<file path="src/rtl/mux4_arb_pkg.sv">
// Shared types and constants for the 4-lane round-robin mux arbiter.
package mux4_arb_pkg;

  localparam int NUM_LANES = 4;
  localparam int SEL_W     = 2;

  typedef enum logic {
    ST_IDLE  = 1'b0,
    ST_GRANT = 1'b1
  } arb_state_t;

  function automatic logic [NUM_LANES-1:0] onehot4(input logic [SEL_W-1:0] idx);
    onehot4 = '0;
    onehot4[idx] = 1'b1;
  endfunction

endpackage

</file>
<file path="src/rtl/mux4_dw.sv">
// DW-bit wide 4:1 data multiplexer; lane k lives at in_data[k*DW +: DW].
module mux4_dw
  import mux4_arb_pkg::*;
#(
  parameter int DW = 1
) (
  input  logic [NUM_LANES*DW-1:0] in_data,
  input  logic [SEL_W-1:0]        sel,
  output logic [DW-1:0]           y
);

  assign y = in_data[sel*DW +: DW];

endmodule

</file>
<file path="src/rtl/mux4_rr_arbiter.sv">
// Round-robin owner of a shared 4:1 mux channel with valid/ready output
// and a per-tenure beat cap that only applies while other lanes wait.
module mux4_rr_arbiter
  import mux4_arb_pkg::*;
#(
  parameter int DW        = 1,
  parameter int MAX_BEATS = 4
) (
  input  logic                    clk,
  input  logic                    rst,
  input  logic [NUM_LANES-1:0]    req,
  input  logic [NUM_LANES*DW-1:0] in_data,
  input  logic                    out_ready,
  output logic [NUM_LANES-1:0]    grant,
  output logic [SEL_W-1:0]        sel,
  output logic                    out_valid,
  output logic [DW-1:0]           out_data,
  output logic                    busy
);

  localparam int CW = $clog2(MAX_BEATS + 1);
  localparam logic [CW-1:0] LAST_BEAT = CW'(MAX_BEATS - 1);

  arb_state_t           state, state_next;
  logic [NUM_LANES-1:0] grant_next;
  logic [SEL_W-1:0]     sel_next;
  logic [SEL_W-1:0]     ptr, ptr_next;
  logic [CW-1:0]        beat_cnt, cnt_next;
  logic [SEL_W-1:0]     winner;
  logic [SEL_W-1:0]     scan_idx;
  logic                 found;
  logic                 beat;
  logic                 others;
  logic                 release_now;
  logic [DW-1:0]        mux_y;

  mux4_dw #(.DW(DW)) u_mux (
    .in_data (in_data),
    .sel     (sel),
    .y       (mux_y)
  );

  // First requester at or after ptr, wrapping modulo 4.
  always_comb begin
    winner   = '0;
    found    = 1'b0;
    scan_idx = '0;
    for (int i = 0; i < NUM_LANES; i++) begin
      scan_idx = ptr + SEL_W'(i);
      if (!found && req[scan_idx]) begin
        winner = scan_idx;
        found  = 1'b1;
      end
    end
  end

  assign busy      = (state == ST_GRANT);
  assign out_valid = busy && req[sel];
  assign out_data  = out_valid ? mux_y : '0;
  assign beat      = out_valid && out_ready;
  assign others    = |(req & ~onehot4(sel));
  assign release_now = !req[sel] || (beat && (beat_cnt == LAST_BEAT) && others);

  always_comb begin
    state_next = state;
    grant_next = grant;
    sel_next   = sel;
    ptr_next   = ptr;
    cnt_next   = beat_cnt;
    case (state)
      ST_IDLE: begin
        grant_next = '0;
        if (found) begin
          sel_next   = winner;
          grant_next = onehot4(winner);
          cnt_next   = '0;
          state_next = ST_GRANT;
        end
      end
      ST_GRANT: begin
        if (release_now) begin
          state_next = ST_IDLE;
          grant_next = '0;
          ptr_next   = sel + SEL_W'(1);
        end else if (beat) begin
          // A lone owner keeps the channel and simply restarts its tenure.
          cnt_next = (beat_cnt == LAST_BEAT) ? '0 : beat_cnt + CW'(1);
        end
      end
      default: begin
        state_next = ST_IDLE;
        grant_next = '0;
      end
    endcase
  end

  always_ff @(posedge clk) begin
    if (rst) begin
      state    <= ST_IDLE;
      grant    <= '0;
      sel      <= '0;
      ptr      <= '0;
      beat_cnt <= '0;
    end else begin
      state    <= state_next;
      grant    <= grant_next;
      sel      <= sel_next;
      ptr      <= ptr_next;
      beat_cnt <= cnt_next;
    end
  end

endmodule
</file>
<file path="config.mk">
export PLATFORM = sky130hd
export DESIGN_NAME = mux4_rr_arbiter
export DESIGN_NICKNAME = d
export VERILOG_FILES = /design/src/rtl/mux4_arb_pkg.sv /design/src/rtl/mux4_dw.sv /design/src/rtl/mux4_rr_arbiter.sv
export SDC_FILE = /design/constraint.sdc
export NUM_CORES = 1
export LEC_CHECK = 0
export BUFFER_PORTS_ARGS = -buffer_cell sky130_fd_sc_hd__buf_2
export CORE_UTILIZATION = 40
export DETAILED_ROUTE_END_ITERATION = 10
export SYNTH_ARGS = -nofsm -noshare
export SYNTH_HDL_FRONTEND = slang
export SYNTH_HIERARCHICAL = 1
export SYNTH_SLANG_ARGS = --single-unit
</file>
<file path="constraint.sdc">
create_clock -name clk -period 2.4 [get_ports clk]
set_input_delay 0 -clock clk [delete_from_list [all_inputs] [get_ports clk]]
set_output_delay 0 -clock clk [all_outputs]
set_load 0.01 [all_outputs]
</file>
==> run_results.csv <==
group,metric,value,unit
status,status,"finished clean",
placed_design,dpl_worst_slack,0.526,ns
power_and_ir_drop,internal-power,370,uW
sta,timing.slew.headroom,0.556,
drt,met3WireLength,62,um
drt,wl_met1,777,um
sta,hold_viol,0,
floorplanning,die-area,2120,um^2
cells_and_area,multiInputGateArea,508,um^2
drt,drt_iter0_drc,14,
cts,clock_sinks,12,
global_route,gr-total-overflow,0,
worst_setup_path,critPathArrivalTime,2.03,ns
placed_design,io_buffers,19,
drt,drt_pre_antenna_iters,4,
cts,clock_path_buffers,2,
floorplanning,rows,15,
sta,final.setup.tns,0,ns
worst_setup_path,cp_top_family,"flip-flops",
cells_and_area,n_antenna_cell,0,
worst_setup_path,critPathLaunchType,"flop",
worst_setup_path,path_class,"flop to flop",
cells_and_area,area.growth.synth_to_final,19.6,%
cts,ctsHoldBuffers,0,
sta,hold-worst-slack,0.0535,ns
placed_design,place_area,893,um^2
cts,post_cts_buffers,0,
synth,synth-edff-count,0,
sta,fmax,536,MHz
drt,final_antenna_net_count,0,
drt,dr_wl_met2,797,um
synth,avgSynthCellArea,8.93,um^2
drt,via_per_inst,5.05,
synth,yosysMostFrequentCell,"nor2_1",
worst_setup_path,critPathMaxFanout,9,
drt,drc_errors,0,
sta,setup_violations,0,
power_and_ir_drop,peakVddDrop,0.000423,V
drt,route.vias.total,672,
power_and_ir_drop,p_comb_frac,0.251,
power_and_ir_drop,seq_power_share,0.440,
global_route,grt_max_degree,15,
synth,synth_nets,103,
cells_and_area,nets,125,
sta,setup_ws,0.535,ns
cts,cts_buffers,3,
synth,synth_top_area_frac,0.309,
synth,yosysSeqAreaShare,0.309,
synth,yosysTopAreaCell,"dfxtp_1",
power_and_ir_drop,net-switching-power,153,uW
hold_path,min_path_type,"input pin to flop",
sta,post-route-min-period,1.87,ns
drt,top_layer,"met4",
floorplanning,start_util,0.440,
sta,min_period_over_period,0.777,
power_and_ir_drop,p_clk_frac,0.309,
global_route,track_usage,0.171,
cts,htree_num_levels,1,
sta,skew,0.00115,ns
cells_and_area,fin_util,0.527,
global_route,grt_pass1_vias,583,
worst_setup_path,worstPathRequired,2.56,ns
cts,ctsResizeCount,0,
worst_setup_path,crit_chain,"inv_1 > ha_1 > nand2b_1 > a41oi_1 > nor2_2 > a2bb2oi_4 > mux2i_1",
sta,rsz0062_at_grt,"no",
floorplanning,die_y,46.1,um
power_and_ir_drop,power_density,563,nW/um^2
worst_setup_path,cp_slowest_cell,"dfxtp_1",
synth,synth_ff_type,"dfxtp_1",
drt,routed_wl,1.65,mm
placed_design,place.gp.congestion,0.776,
cts,clkLatencyLatePin,0.27,ns
flow_run,max_cap_violations,0,
synth,synth.area.top_cells,"dfxtp_1 (31%), ha_1 (8.1%), mux2i_1 (7.7%)",
floorplanning,die_x,46.1,um
cts,clk_pin_slew,0.08,ns
floorplanning,ios,20,
cells_and_area,layout-drive-gt1-share,0.278,
global_route,grt_antenna_before_repair,0,
cts,cts_root_buffer,"clkbuf_4",
power_and_ir_drop,switching_share,0.293,
worst_setup_path,critPathMaxStageDelay,0.52,ns
drt,wire_per_inst,12.4,um
synth,synthArstFlopShare,0,
placed_design,dp_hpwl,1.24,mm
synth,synthTopCellsByCount,"nor2_1 (15), dfxtp_1 (12), nand2b_1 (8), mux2i_1 (6)",
cells_and_area,fill_cells,184,
synth,ys_seq_elements,12,
synth,synth_cells,87,
cells_and_area,final_area,930,um^2
power_and_ir_drop,leakagePower,0.000418,uW
synth,ys_warn_count,6,
worst_setup_path,worst-path-buf-inv,1,
synth,synth_cell_types,31,
floorplanning,core_area,1760,um^2
cts,cts_tree,"done",
cells_and_area,register_area,240,um^2
sta,tightest_slew,0.656,ns
synth,syn_area,777,um^2
global_route,grt_pass1_wl,2.53,mm
worst_setup_path,end_kind,"flop",
sta,finalMaxSlewViolations,0,
==> worst paths after layout <==
path	startpoint	end	slack [ns]	cells past startpoint
max	sel[0]$_SDFFE_PP0P_	beat_cnt[0]$_SDFFE_PP0P_	0.53	7
min	rst	grant[0]$_SDFFE_PP0P_	0.05	2
max reg2reg	sel[0]$_SDFFE_PP0P_	beat_cnt[0]$_SDFFE_PP0P_	0.53	7
min reg2reg	beat_cnt[2]$_SDFFE_PP0P_	beat_cnt[2]$_SDFFE_PP0P_	0.46	2
==> cells by family (layout without fill, tap and decap cells) <==
family                   count (synthesis)  after routing  synth area share
adder cells (fa/ha/maj)                  5              5            0.0805
multiplexers                             8              8             0.121
AND/OR/NAND/NOR                         37             37             0.264
buffers and inverters                    7             28            0.0370
flip-flops                              12             12             0.309
AO/OA/AOI/OAI                           18             18             0.188
==> layout make-up <==
| cell class | count | area share |
|---|---|---|
| tap | 25 | 0.0336 |
| multi-input combinational | 68 | 0.546 |
| sequential | 12 | 0.258 |
| timing repair buffer | 19 | 0.102 |
| clock buffer | 4 | 0.0390 |
| inverter | 5 | 0.0202 |
==> per-layer routing <==
metal  vias up  GRT usage
li1        352          -
met1       307      0.223
met2        11      0.262
met3         2     0.0588
met4         0     0.0588
met5         -          0
==> worst reg2reg max path, delay by kind of cell (launching register included) <==
| family | cells | cell delay, ns |
|---|---|---|
| multiplexers | 1 | 0.14 |
| flip-flops | 1 | 0.52 |
| buffers and inverters | 1 | 0.15 |
| AO/OA/AOI/OAI | 2 | 0.46 |
| adder cells (fa/ha/maj) | 1 | 0.22 |
| AND/OR/NAND/NOR | 2 | 0.27 |
==> flip-flops by register name, summed over array words and instances, names as in the netlist <==
name      cells
busy          1
beat_cnt      3
grant         4
ptr           2
sel           2
==> cell usage in the layout (no fill, tap or decap), types with 3 or more instances in the layout <==
cell type / Yosys / layout
nand2_1: 3 / 3
ha_1: 5 / 5
nor2_1: 15 / 15
buf_2: 1 / 19
clkbuf_4: 0 / 3
a2bb2oi_1: 3 / 3
dfxtp_1: 12 / 12
mux2i_1: 6 / 6
inv_1: 5 / 5
a21oi_1: 4 / 4
nand2b_1: 8 / 8
==> power by group through the flow <==
stage | clock, uW | combinational [uW] | sequential [uW]
global route | 176 | 145 | 233
floorplan | 0 | 91.4 | 234
finish | 162 | 132 | 230
global placement | 0 | 132 | 234
detailed placement | 0 | 133 | 235
CTS | 167 | 133 | 230
==> per-stage QoR <==
step / total power (uW) / std cells
6_report: 523 / 133
5_1_grt: 553 / 133
4_1_cts: 530 / 133
3_5_place_dp: 368 / 129
3_3_place_gp: 366 / 129
2_1_floorplan: 326 / 87
(Power assumes the default switching activity.)
